<file path="src/rtl/dc_lseq_pkg.sv">
// Shared types for the line sequencer.
//   lseq_state_e : request FSM states
//   acc_width()  : width of the DDA accumulator for a given line-count width
package dc_lseq_pkg;

    typedef enum logic [1:0] {
        StIdle      = 2'd0,
        StWaitSpace = 2'd1,
        StRequest   = 2'd2,
        StStep      = 2'd3
    } lseq_state_e;

    // One spare bit holds acc + src_lines before the subtract-back loop runs.
    function automatic int unsigned acc_width(int unsigned line_w);
        return line_w + 1;
    endfunction

endpackage

</file>
<file path="src/rtl/dc_lseq_credit.sv">
// Pixel FIFO credit tracker for the line sequencer.
// Tracks pixels requested but not yet written (inflight) and reports whether
// the FIFO has room for one more line.
//   clk, nrst        : clock, async active-low reset
//   en               : clock enable, state holds when low
//   fifo_level       : current FIFO occupancy in pixels
//   pixels_per_line  : size of one line request
//   line_accepted    : a line request handshake completes this cycle
//   pixel_fifo_en    : one pixel written into the FIFO this cycle
//   space_ok         : free space >= pixels_per_line
module dc_lseq_credit #(
    parameter int unsigned FIFO_LEVEL_WIDTH      = 10,
    parameter int unsigned PIXELS_PER_LINE_WIDTH = 8,
    parameter int unsigned FIFO_DEPTH            = 512
) (
    input  logic                             clk,
    input  logic                             nrst,
    input  logic                             en,
    input  logic [FIFO_LEVEL_WIDTH-1:0]      fifo_level,
    input  logic [PIXELS_PER_LINE_WIDTH-1:0] pixels_per_line,
    input  logic                             line_accepted,
    input  logic                             pixel_fifo_en,
    output logic                             space_ok
);

    // Two extra bits keep depth - level - inflight exact and let the MSB act as sign.
    localparam int unsigned CW = ((FIFO_LEVEL_WIDTH > PIXELS_PER_LINE_WIDTH) ?
                                  FIFO_LEVEL_WIDTH : PIXELS_PER_LINE_WIDTH) + 2;
    localparam logic [CW-1:0] InflightMax = (CW'(1) << FIFO_LEVEL_WIDTH) - CW'(1);

    logic [FIFO_LEVEL_WIDTH-1:0] inflight_q, inflight_d;
    logic [CW-1:0]               free_space;
    logic [CW-1:0]               sum;
    logic [CW-1:0]               sum_dec;

    always_comb begin
        free_space = CW'(FIFO_DEPTH) - CW'(fifo_level) - CW'(inflight_q);
        // A negative free count means no space at all.
        space_ok   = !free_space[CW-1] && (free_space >= CW'(pixels_per_line));

        // Add and pixel decrement in the same cycle combine as +ppl-1, floored at 0.
        sum        = CW'(inflight_q) + (line_accepted ? CW'(pixels_per_line) : '0);
        sum_dec    = (pixel_fifo_en && (sum != '0)) ? (sum - CW'(1)) : sum;

        inflight_d = inflight_q;
        if (en) begin
            inflight_d = (sum_dec > InflightMax) ? InflightMax[FIFO_LEVEL_WIDTH-1:0]
                                                 : sum_dec[FIFO_LEVEL_WIDTH-1:0];
        end
    end

    always_ff @(posedge clk or negedge nrst) begin
        if (!nrst) begin
            inflight_q <= '0;
        end else begin
            inflight_q <= inflight_d;
        end
    end

endmodule

</file>
<file path="src/rtl/dc_line_sequencer.sv">
// Line request sequencer: issues one line request per output video line,
// mapping output lines to source lines with an integer DDA and throttling
// against pixel FIFO free space.
//   clk, nrst             : clock, async active-low reset
//   en                    : clock enable
//   frame_start           : start pulse; cfg_* sampled on an accepted start
//   cfg_frame_addr/pixels_per_line/src_lines/dst_lines : frame configuration
//   fifo_level, pixel_fifo_en : pixel FIFO occupancy and write strobe
//   frame_addr, pixels_per_line, line_number, line_data_valid/ready : request
//   frame_done            : last line handshake of a frame
//   cfg_error             : start rejected (zero src or dst lines)
// Optional: DC_LSEQ_VFLIP_EN adds input vflip (sampled at start) which
// requests source lines bottom-up.
module dc_line_sequencer
    import dc_lseq_pkg::*;
#(
    parameter int unsigned AXI_ARADDR_WIDTH      = 32,
    parameter int unsigned PIXELS_PER_LINE_WIDTH = 8,
    parameter int unsigned LINE_NUMBER_WIDTH     = 8,
    parameter int unsigned FIFO_LEVEL_WIDTH      = 10,
    parameter int unsigned FIFO_DEPTH            = 512
) (
    input  logic                             clk,
    input  logic                             nrst,
    input  logic                             en,
    input  logic                             frame_start,
    input  logic [AXI_ARADDR_WIDTH-1:0]      cfg_frame_addr,
    input  logic [PIXELS_PER_LINE_WIDTH-1:0] cfg_pixels_per_line,
    input  logic [LINE_NUMBER_WIDTH-1:0]     cfg_src_lines,
    input  logic [LINE_NUMBER_WIDTH-1:0]     cfg_dst_lines,
    input  logic [FIFO_LEVEL_WIDTH-1:0]      fifo_level,
    input  logic                             pixel_fifo_en,
    output logic [AXI_ARADDR_WIDTH-1:0]      frame_addr,
    output logic [PIXELS_PER_LINE_WIDTH-1:0] pixels_per_line,
    output logic [LINE_NUMBER_WIDTH-1:0]     line_number,
    output logic                             line_data_valid,
    input  logic                             line_data_ready,
`ifdef DC_LSEQ_VFLIP_EN
    input  logic                             vflip,
`endif
    output logic                             frame_done,
    output logic                             cfg_error
);

    localparam int unsigned W  = LINE_NUMBER_WIDTH;
    localparam int unsigned AW = acc_width(LINE_NUMBER_WIDTH);

    lseq_state_e                      state_q, state_d;
    logic [AXI_ARADDR_WIDTH-1:0]      addr_q, addr_d;
    logic [PIXELS_PER_LINE_WIDTH-1:0] ppl_q, ppl_d;
    logic [W-1:0]                     src_lines_q, src_lines_d;
    logic [W-1:0]                     dst_lines_q, dst_lines_d;
    logic [W-1:0]                     src_idx_q, src_idx_d;
    logic [W-1:0]                     out_idx_q, out_idx_d;
    logic [AW-1:0]                    acc_q, acc_d;
    logic                             pend_q, pend_d;
`ifdef DC_LSEQ_VFLIP_EN
    logic                             vflip_q, vflip_d;
`endif

    logic hs;
    logic cfg_ok;
    logic start_req;
    logic space_ok;

    dc_lseq_credit #(
        .FIFO_LEVEL_WIDTH      (FIFO_LEVEL_WIDTH),
        .PIXELS_PER_LINE_WIDTH (PIXELS_PER_LINE_WIDTH),
        .FIFO_DEPTH            (FIFO_DEPTH)
    ) u_credit (
        .clk             (clk),
        .nrst            (nrst),
        .en              (en),
        .fifo_level      (fifo_level),
        .pixels_per_line (ppl_q),
        .line_accepted   (hs),
        .pixel_fifo_en   (pixel_fifo_en),
        .space_ok        (space_ok)
    );

    always_comb begin
        state_d     = state_q;
        addr_d      = addr_q;
        ppl_d       = ppl_q;
        src_lines_d = src_lines_q;
        dst_lines_d = dst_lines_q;
        src_idx_d   = src_idx_q;
        out_idx_d   = out_idx_q;
        acc_d       = acc_q;
        pend_d      = pend_q;
`ifdef DC_LSEQ_VFLIP_EN
        vflip_d     = vflip_q;
`endif
        frame_done  = 1'b0;
        cfg_error   = 1'b0;
        start_req   = 1'b0;
        cfg_ok      = (cfg_src_lines != '0) && (cfg_dst_lines != '0);
        hs          = en && (state_q == StRequest) && line_data_ready;

        if (en) begin
            unique case (state_q)
                StIdle: ;
                StWaitSpace: begin
                    if (space_ok) state_d = StRequest;
                end
                StRequest: begin
                    // A start during a pending request is held until the handshake.
                    if (frame_start) pend_d = 1'b1;
                    if (line_data_ready) begin
                        pend_d    = 1'b0;
                        start_req = pend_q || frame_start;
                        if (out_idx_q == dst_lines_q - W'(1)) begin
                            frame_done = 1'b1;
                            state_d    = StIdle;
                        end else begin
                            out_idx_d = out_idx_q + W'(1);
                            acc_d     = acc_q + AW'(src_lines_q);
                            state_d   = StStep;
                        end
                    end
                end
                StStep: begin
                    if (acc_q >= AW'(dst_lines_q)) begin
                        acc_d = acc_q - AW'(dst_lines_q);
                        if (src_idx_q != src_lines_q - W'(1)) src_idx_d = src_idx_q + W'(1);
                    end else begin
                        state_d = StWaitSpace;
                    end
                end
                default: state_d = StIdle;
            endcase

            if (state_q != StRequest) start_req = frame_start;

            // An accepted start overrides whatever the FSM chose this cycle;
            // a rejected one leaves the current frame untouched.
            if (start_req) begin
                if (cfg_ok) begin
                    addr_d      = cfg_frame_addr;
                    ppl_d       = cfg_pixels_per_line;
                    src_lines_d = cfg_src_lines;
                    dst_lines_d = cfg_dst_lines;
`ifdef DC_LSEQ_VFLIP_EN
                    vflip_d     = vflip;
`endif
                    src_idx_d   = '0;
                    out_idx_d   = '0;
                    acc_d       = '0;
                    frame_done  = 1'b0;
                    state_d     = StWaitSpace;
                end else begin
                    cfg_error   = 1'b1;
                end
            end
        end
    end

    always_ff @(posedge clk or negedge nrst) begin
        if (!nrst) begin
            state_q     <= StIdle;
            addr_q      <= '0;
            ppl_q       <= '0;
            src_lines_q <= '0;
            dst_lines_q <= '0;
            src_idx_q   <= '0;
            out_idx_q   <= '0;
            acc_q       <= '0;
            pend_q      <= 1'b0;
`ifdef DC_LSEQ_VFLIP_EN
            vflip_q     <= 1'b0;
`endif
        end else begin
            state_q     <= state_d;
            addr_q      <= addr_d;
            ppl_q       <= ppl_d;
            src_lines_q <= src_lines_d;
            dst_lines_q <= dst_lines_d;
            src_idx_q   <= src_idx_d;
            out_idx_q   <= out_idx_d;
            acc_q       <= acc_d;
            pend_q      <= pend_d;
`ifdef DC_LSEQ_VFLIP_EN
            vflip_q     <= vflip_d;
`endif
        end
    end

    // Valid is decoded from state so an asynchronous reset drops it at once.
    assign line_data_valid = (state_q == StRequest);
    assign frame_addr      = addr_q;
    assign pixels_per_line = ppl_q;
`ifdef DC_LSEQ_VFLIP_EN
    assign line_number     = vflip_q ? (src_lines_q - W'(1) - src_idx_q) : src_idx_q;
`else
    assign line_number     = src_idx_q;
`endif

endmodule

</file>
<file path="config.mk">
export PLATFORM = sky130hd
export DESIGN_NAME = dc_line_sequencer
export DESIGN_NICKNAME = d
export VERILOG_FILES = /design/src/rtl/dc_lseq_pkg.sv /design/src/rtl/dc_lseq_credit.sv /design/src/rtl/dc_line_sequencer.sv
export SDC_FILE = /design/constraint.sdc
export NUM_CORES = 1
export LEC_CHECK = 0
export CAP_MARGIN = 20
export CORE_ASPECT_RATIO = 0.5
export CORE_MARGIN = 3
export CORE_UTILIZATION = 45
export DETAILED_ROUTE_END_ITERATION = 7
export PLACE_DENSITY = 0.74
export SYNTH_ARGS = -nofsm -noshare
export SYNTH_HDL_FRONTEND = slang
export SYNTH_HIERARCHICAL = 1
export SYNTH_SLANG_ARGS = --single-unit
export TNS_END_PERCENT = 5
</file>
<file path="constraint.sdc">
create_clock -name clk -period 6.9 [get_ports clk]
set_input_delay 1.035 -clock clk [delete_from_list [all_inputs] [get_ports clk]]
set_output_delay 1.035 -clock clk [all_outputs]
set_load 0.05 [all_outputs]
</file>
Word level (Yosys, flattened, before mapping)
Cells that the tools add are included.
{ "totals": {"register_bits": 94, "inputBits": 72, "output_inout_bits": 51, "elab_cells": 83} }
{ "classes": {"n_addsub": 10, "magnitude_cmp": 3, "n_eq_ne": 6, "mux": 41, "reduce_logical": 13} }
{ "op_table": {"columns": ["cell", "count"], "rows": [
  ["$mux 8", 11],
  ["$mux 9", 5],
  ["$pmux 9 s2", 1],
  ["$add 8x1->8 const B", 2],
  ["$reduce_bool 8->1", 2],
  ["$sub 8x1->8 const B", 2],
  ["$mux 1", 15],
  ["$add 10x12->12", 1],
  ["$ge 12x8->1", 1],
  ["$gt 12x10->1 const B", 1],
  ["$mux 12", 1],
  ["$mux 2", 6],
  ["$reduce_bool 12->1", 1],
  ["$sub 12x1->12 const B", 1],
  ["$sub 12x10->12", 1],
  ["$sub 10x10->11 const A", 1],
  ["$mux 10", 1],
  ["$add 9x8->9", 1],
  ["$ge 9x8->1", 1],
  ["$sub 9x8->9", 1],
  ["$eq 8x8->1", 1],
  ["$ne 8x8->1", 1],
  ["$pmux 2 s3", 1],
  ["$reduce_and 3->1", 2],
  ["7 further kinds", 12]
]} }

Logic depth before layout (Yosys ltp)
{ "depth": {"depth_word": 10, "mapped_depth": 19, "depth_no_buf": 19} }

By module
Netlist, hierarchy kept.
{ "modules_own_cells": {"columns": ["module", "instances", "cells_each", "area_per_inst_um2", "seq_area_each_um2"], "rows": [
  ["dc_line_sequencer", 1, 572, 4869.7, 2102.0],
  ["dc_lseq_credit", 1, 287, 2110.8, 250.2]
]} }

Least setup slack after synthesis
OpenSTA, ideal clock, no wires.
{ "synth_timing": {"kind": "reg-to-reg", "start": "reg state_q[0]", "end": "reg u_credit.inflight_q[3]", "setup_ns": 0.130, "t_arrival_ns": 4.409, "required_time_ns": 6.770, "setup_slack_ns": 2.361, "stages_incl_launch_ff": 17, "path_buffers": 1, "period_less_slack_ns": 4.539, "path_cell_list": "dfrtp_1 -> nor2b_1 -> clkbuf_1 -> nand3_1 -> inv_1 -> and2_1 -> ha_1 -> inv_1 -> fa_1 -> nand2b_1 -> a21o_1 -> a311o_1 -> or4b_4 -> o41ai_1 -> o31ai_2 -> nor2b_2 -> a31oi_1"} }
{ "synth_via": {"elab_chain_len": 10, "elab_cells_between_ends": 11, "cone_classes": "add/sub: 2; order compare: 1; eq/ne: 1; mux: 3; reduce/logical: 4"} }
{ "synth_lines": {"columns": ["element", "line", "text"], "rows": [
  ["start: declaration", "dc_line_sequencer.sv:48", "lseq_state_e state_q, state_d;"],
  ["start signal: assignment", "dc_line_sequencer.sv:160", "state_q <= StIdle;"],
  ["start signal: assignment", "dc_line_sequencer.sv:173", "state_q <= state_d;"],
  ["$eq 2x2->1 (*)", null, null],
  ["net line_data_valid", "dc_line_sequencer.sv:36", "output logic line_data_valid,"],
  ["$logic_and 1x1->1 (*) (2 in series)", "dc_line_sequencer.sv:98", "hs = en && (state_q == StRequest) && line_data_ready;"],
  ["net hs", "dc_line_sequencer.sv:61", "logic hs;"],
  ["$mux 8 (*)", "dc_lseq_credit.sv:42", "sum = CW'(inflight_q) + (line_accepted ? CW'(pixels_per_line) : '0);"],
  ["$add 10x12->12 (*)", "dc_lseq_credit.sv:42", null],
  ["branches (longest 2 deep; another with $sub 12x1->12)", null, null],
  ["$mux 12 (*)", "dc_lseq_credit.sv:43", "sum_dec = (pixel_fifo_en && (sum != '0)) ? (sum - CW'(1)) : sum;"],
  ["$gt 12x10->1", "dc_lseq_credit.sv:47", "inflight_d = (sum_dec > InflightMax) ? InflightMax[FIFO_LEVEL_WIDTH-1:0]"],
  ["$mux 10 (*)", "dc_lseq_credit.sv:47", null],
  ["end signal: assignment", "dc_lseq_credit.sv:56", "inflight_q <= inflight_d;"],
  ["end: declaration", "dc_lseq_credit.sv:31", "logic [FIFO_LEVEL_WIDTH-1:0] inflight_q, inflight_d;"]
]} }
Mark *: on every way through the listed nets, which the timed path passes.
A chain may end at the register's enable or synchronous reset.

Worst setup path after layout
{ "layout_timing": {"start": "in en", "end": "reg u_credit.inflight_q[5]"} }
{ "layout_via": {"elab_chain_len": 9, "elab_cells_between_ends": 10, "cone_classes": "add/sub: 2; order compare: 1; mux: 3; reduce/logical: 4"} }
{ "layout_lines": {"columns": ["element", "line", "text"], "rows": [
  ["start: declaration", "dc_line_sequencer.sv:25", "input logic en,"],
  ["$logic_and 1x1->1 (*) (2 in series)", "dc_line_sequencer.sv:98", null],
  ["net hs", "dc_line_sequencer.sv:61", null],
  ["$mux 8 (*)", "dc_lseq_credit.sv:42", null],
  ["$add 10x12->12 (*)", "dc_lseq_credit.sv:42", null],
  ["branches (longest 2 deep; another with $sub 12x1->12)", null, null],
  ["$mux 12 (*)", "dc_lseq_credit.sv:43", null],
  ["$gt 12x10->1", "dc_lseq_credit.sv:47", null],
  ["$mux 10 (*)", "dc_lseq_credit.sv:47", null]
]} }
Marked as above.

==> metrics <==
# H-tree levels=3; R2R Setup Slk=1.90 ns; cell row count=31; grt ovf=0; Root Buffer=clkbuf_16; layout cells sized above 1=4.73%; Final HPWL DP=13900 um; Req. time, crit path=7.11 ns; final WL=18600 um; CTS sink count=94; worst-case clock buffer depth=2; most frequent cells in the layout=nand2_1 (194), clkdlybuf4s50_1 (121), dfrtp_1 (94); Primary FF master, synth=dfrtp_1; Fin. Hold Viols=0; fin util=58.7%; Port-buffer cells=122; vias per cell=5.67; RSZ-0062 raised after global routing=false; CP endpoint kind=register; Post-Syn Nets=984; Synthesis Warnings=6; worst hold start=frame_addr[9]$_DFFE_PN0P_; first-pass GRT wire length=31400 um; Leak=3.89 nW; Core ar.=14800 um^2; top post-synthesis cells by area=dfrtp_1 (34%), nand2_1 (10%), ha_1 (8.8%), xnor2_1 (4.6%), nor2_1 (3.6%); via count=6629; Tmin final=5.47 ns; IO Pins=123; CP cell instances=clkdlybuf4s50_1 > buf_4 > nand3_1 > inv_1 > and2_1 > ha_1 > inv_1 > fa_1 > nand2b_1 > a21o_1 > a311o_1 > or4b_4 > o41ai_1 > o31ai_2 > nor2b_2 > a31oi_1; area fraction of the dominant cell type after synthesis=33.7%; largest net degree at the start of global routing=57; Max-cap violations=0; Final Cycle Share=79.3%; P&R area growth vs syn=24.5%; Post-CTS Setup Bufs=0; HP Class=register to register; commonest non-fill, non-tap cell in the layout=nand2_1; RePlAce Congestion=0.894; ANT nets after route=0; Rel. slew slack=40.1%; post-synthesis sequential area ratio=33.7%; worst r2r src=state_q[1]$_DFFE_PN0P_; CTS tree=yes; worst setup path class=input pin to register; outcome=completed; skew final=0.0108 ns; Crit Path Max Fanout=32; Distinct cells, synth=80; Reg-to-Reg End=u_credit/inflight_q[5]$_DFFE_PN0P_; CTS buffer count=9; crit path launch=en; Post-Synthesis Cells=859; Final Slew Violations=0; R2R cell count=15; Worst path most repeated cell=inv_1; Post-CTS Hold Buffers=0; Worst-path clk slew=0.07 ns; Die X=182 um; diode count=0; final layout net count=1092; final setup vio count=0; Worst Hold Path EP=frame_addr[9]$_DFFE_PN0P_; fillers=1309; Clk Latency, worst-skew pair=0.35 ns; # resized after CTS=0; Post-synth ARST share=100%; pin slew with the least headroom to its limit=0.891 ns; First-pass DRT Iterations=5; die area=17100 um^2; DR WL/cell=15.9 um; mapped cell area=6980 um^2; initial cell density of the core=47.1%; setup tns final=0 ns; vias in the first global route=6410; Hold Path Depth=2; FF+latch count, synth=94; GRT Util Overall=22.2%; Residual DRC=0; Power Density=316 nW/um^2; Post-synth EDFFs=0; post-synthesis cell type with the largest combined area=dfrtp_1; Peak VDD IR=0.150 mV; CP max stage cell=or4b_4; peak per-stage delay on the critical path=0.54 ns; f_max=183 MHz; crit start category=input pin; Die H=94.1 um; Post-Syn Area per Cell=8.13 um^2; DRT iter0 DRCs=454; crit path DAT=5.68 ns; initial antenna violation count=0
routing by layer:
metal | part of all wire (%) | GRT usage (%)
met1 | 47 | 30.2
met2 | 45 | 36.0
met3 | 6.8 | 4.87
met4 | 1.6 | 6.33
met5 | 0 | 0
cell usage after synthesis, types with 3 or more instances:
library cell / instances
a21oi_1: 31
xnor2_1: 37
clkbuf_1: 24
a2111o_1: 3
a22oi_1: 3
inv_1: 50
nand2b_1: 11
dfrtp_1: 94
o211ai_1: 3
a31oi_1: 14
nor4_1: 8
nand4b_1: 4
a21o_1: 8
nor3_1: 19
ha_1: 49
a211oi_1: 10
o2111ai_1: 4
nand3b_1: 3
mux2i_1: 4
o41ai_1: 3
nor2_1: 67
or2_2: 3
nand2_1: 195
nand4_1: 9
and2_1: 10
nor2b_1: 8
or4_1: 6
and3_1: 12
a221oi_1: 3
xor2_1: 16
o21ai_0: 50
nand3_1: 16
a311oi_1: 3
o31ai_1: 8
o21a_1: 6
fa_1: 4
area by class of cell:
class / count / area, um^2 / area share, %
Sequential cell: 94 / 2350 / 27.1
Multi-Input combinational cell: 686 / 4330 / 49.8
Clock buffer: 9 / 225 / 2.59
Clock inverter: 7 / 87.6 / 1.01
Timing Repair Buffer: 126 / 1260 / 14.5
Tap cell: 198 / 248 / 2.85
Inverter: 50 / 188 / 2.16
through the flow:
stage | std cells | instance area [um^2] | setup slack, ns | hold WS, ns | total power [W]
after floorplan | 859 | 6980 | 2.36 | 0.455 | 0.00181
after global placement | 1153 | 8360 | 1.34 | 0.457 | 0.00216
after detailed placement | 1153 | 8360 | 1.12 | 0.462 | 0.00220
after CTS | 1169 | 8670 | 1.48 | 0.478 | 0.00274
after global routing | 1170 | 8690 | 1.15 | 0.500 | 0.00296
final | 1170 | 8690 | 1.43 | 0.473 | 0.00274
state kept, by name, summed over array words and instances, names as in the netlist:
signal / cells
pend_q: 1
acc_q: 9
line_number: 8
frame_addr: 32
u_credit/inflight_q: 10
state_q: 2
dst_lines_q: 8
pixels_per_line: 8
out_idx_q: 8
src_lines_q: 8
critical path: cells and delay by family:
family	cells	cell delay (ns)
adders and majority gates	2	0.60
AOI/OAI and AO/OA	5	1.31
buffers and inverters	4	1.17
and+or+nand+nor	5	1.54
kinds of logic (layout without fill, tap and decap cells):
group	after synthesis	after routing	synth area share, %
buffers and inverters	79	192	4.43
flip-flops	94	94	33.7
XOR/XNOR	53	53	6.65
multiplexers	5	5	0.789
AND/OR/NAND/NOR	394	394	26.7
AO/OA/AOI/OAI	181	181	17.8
adder cells (fa/ha/maj)	53	53	9.93
where the power goes:
group	switching (W)	total (W)	leakage [nW]	internal, W
logic	0.000842	0.00142	2.56	0.000577
registers	0.000140	0.000801	1.18	0.000661
clock network	0.000233	0.000523	0.154	0.000290
total	0.00121	0.00274	3.89	0.00153
how the worst max path moves through the flow:
stage,endpoint,slack (ns),cells past startpoint
4_1_cts,u_credit/inflight_q[5]$_DFFE_PN0P_,1.48,16
5_1_grt,u_credit/inflight_q[5]$_DFFE_PN0P_,1.15,16
3_5_place_dp,u_credit/inflight_q[5]$_DFFE_PN0P_,1.12,16
2_1_floorplan,u_credit/inflight_q[3]$_DFFE_PN0P_,2.36,16
3_3_place_gp,u_credit/inflight_q[5]$_DFFE_PN0P_,1.34,16
6_report,u_credit/inflight_q[5]$_DFFE_PN0P_,1.43,16
No activity file was read; power rests on OpenSTA's default activity.
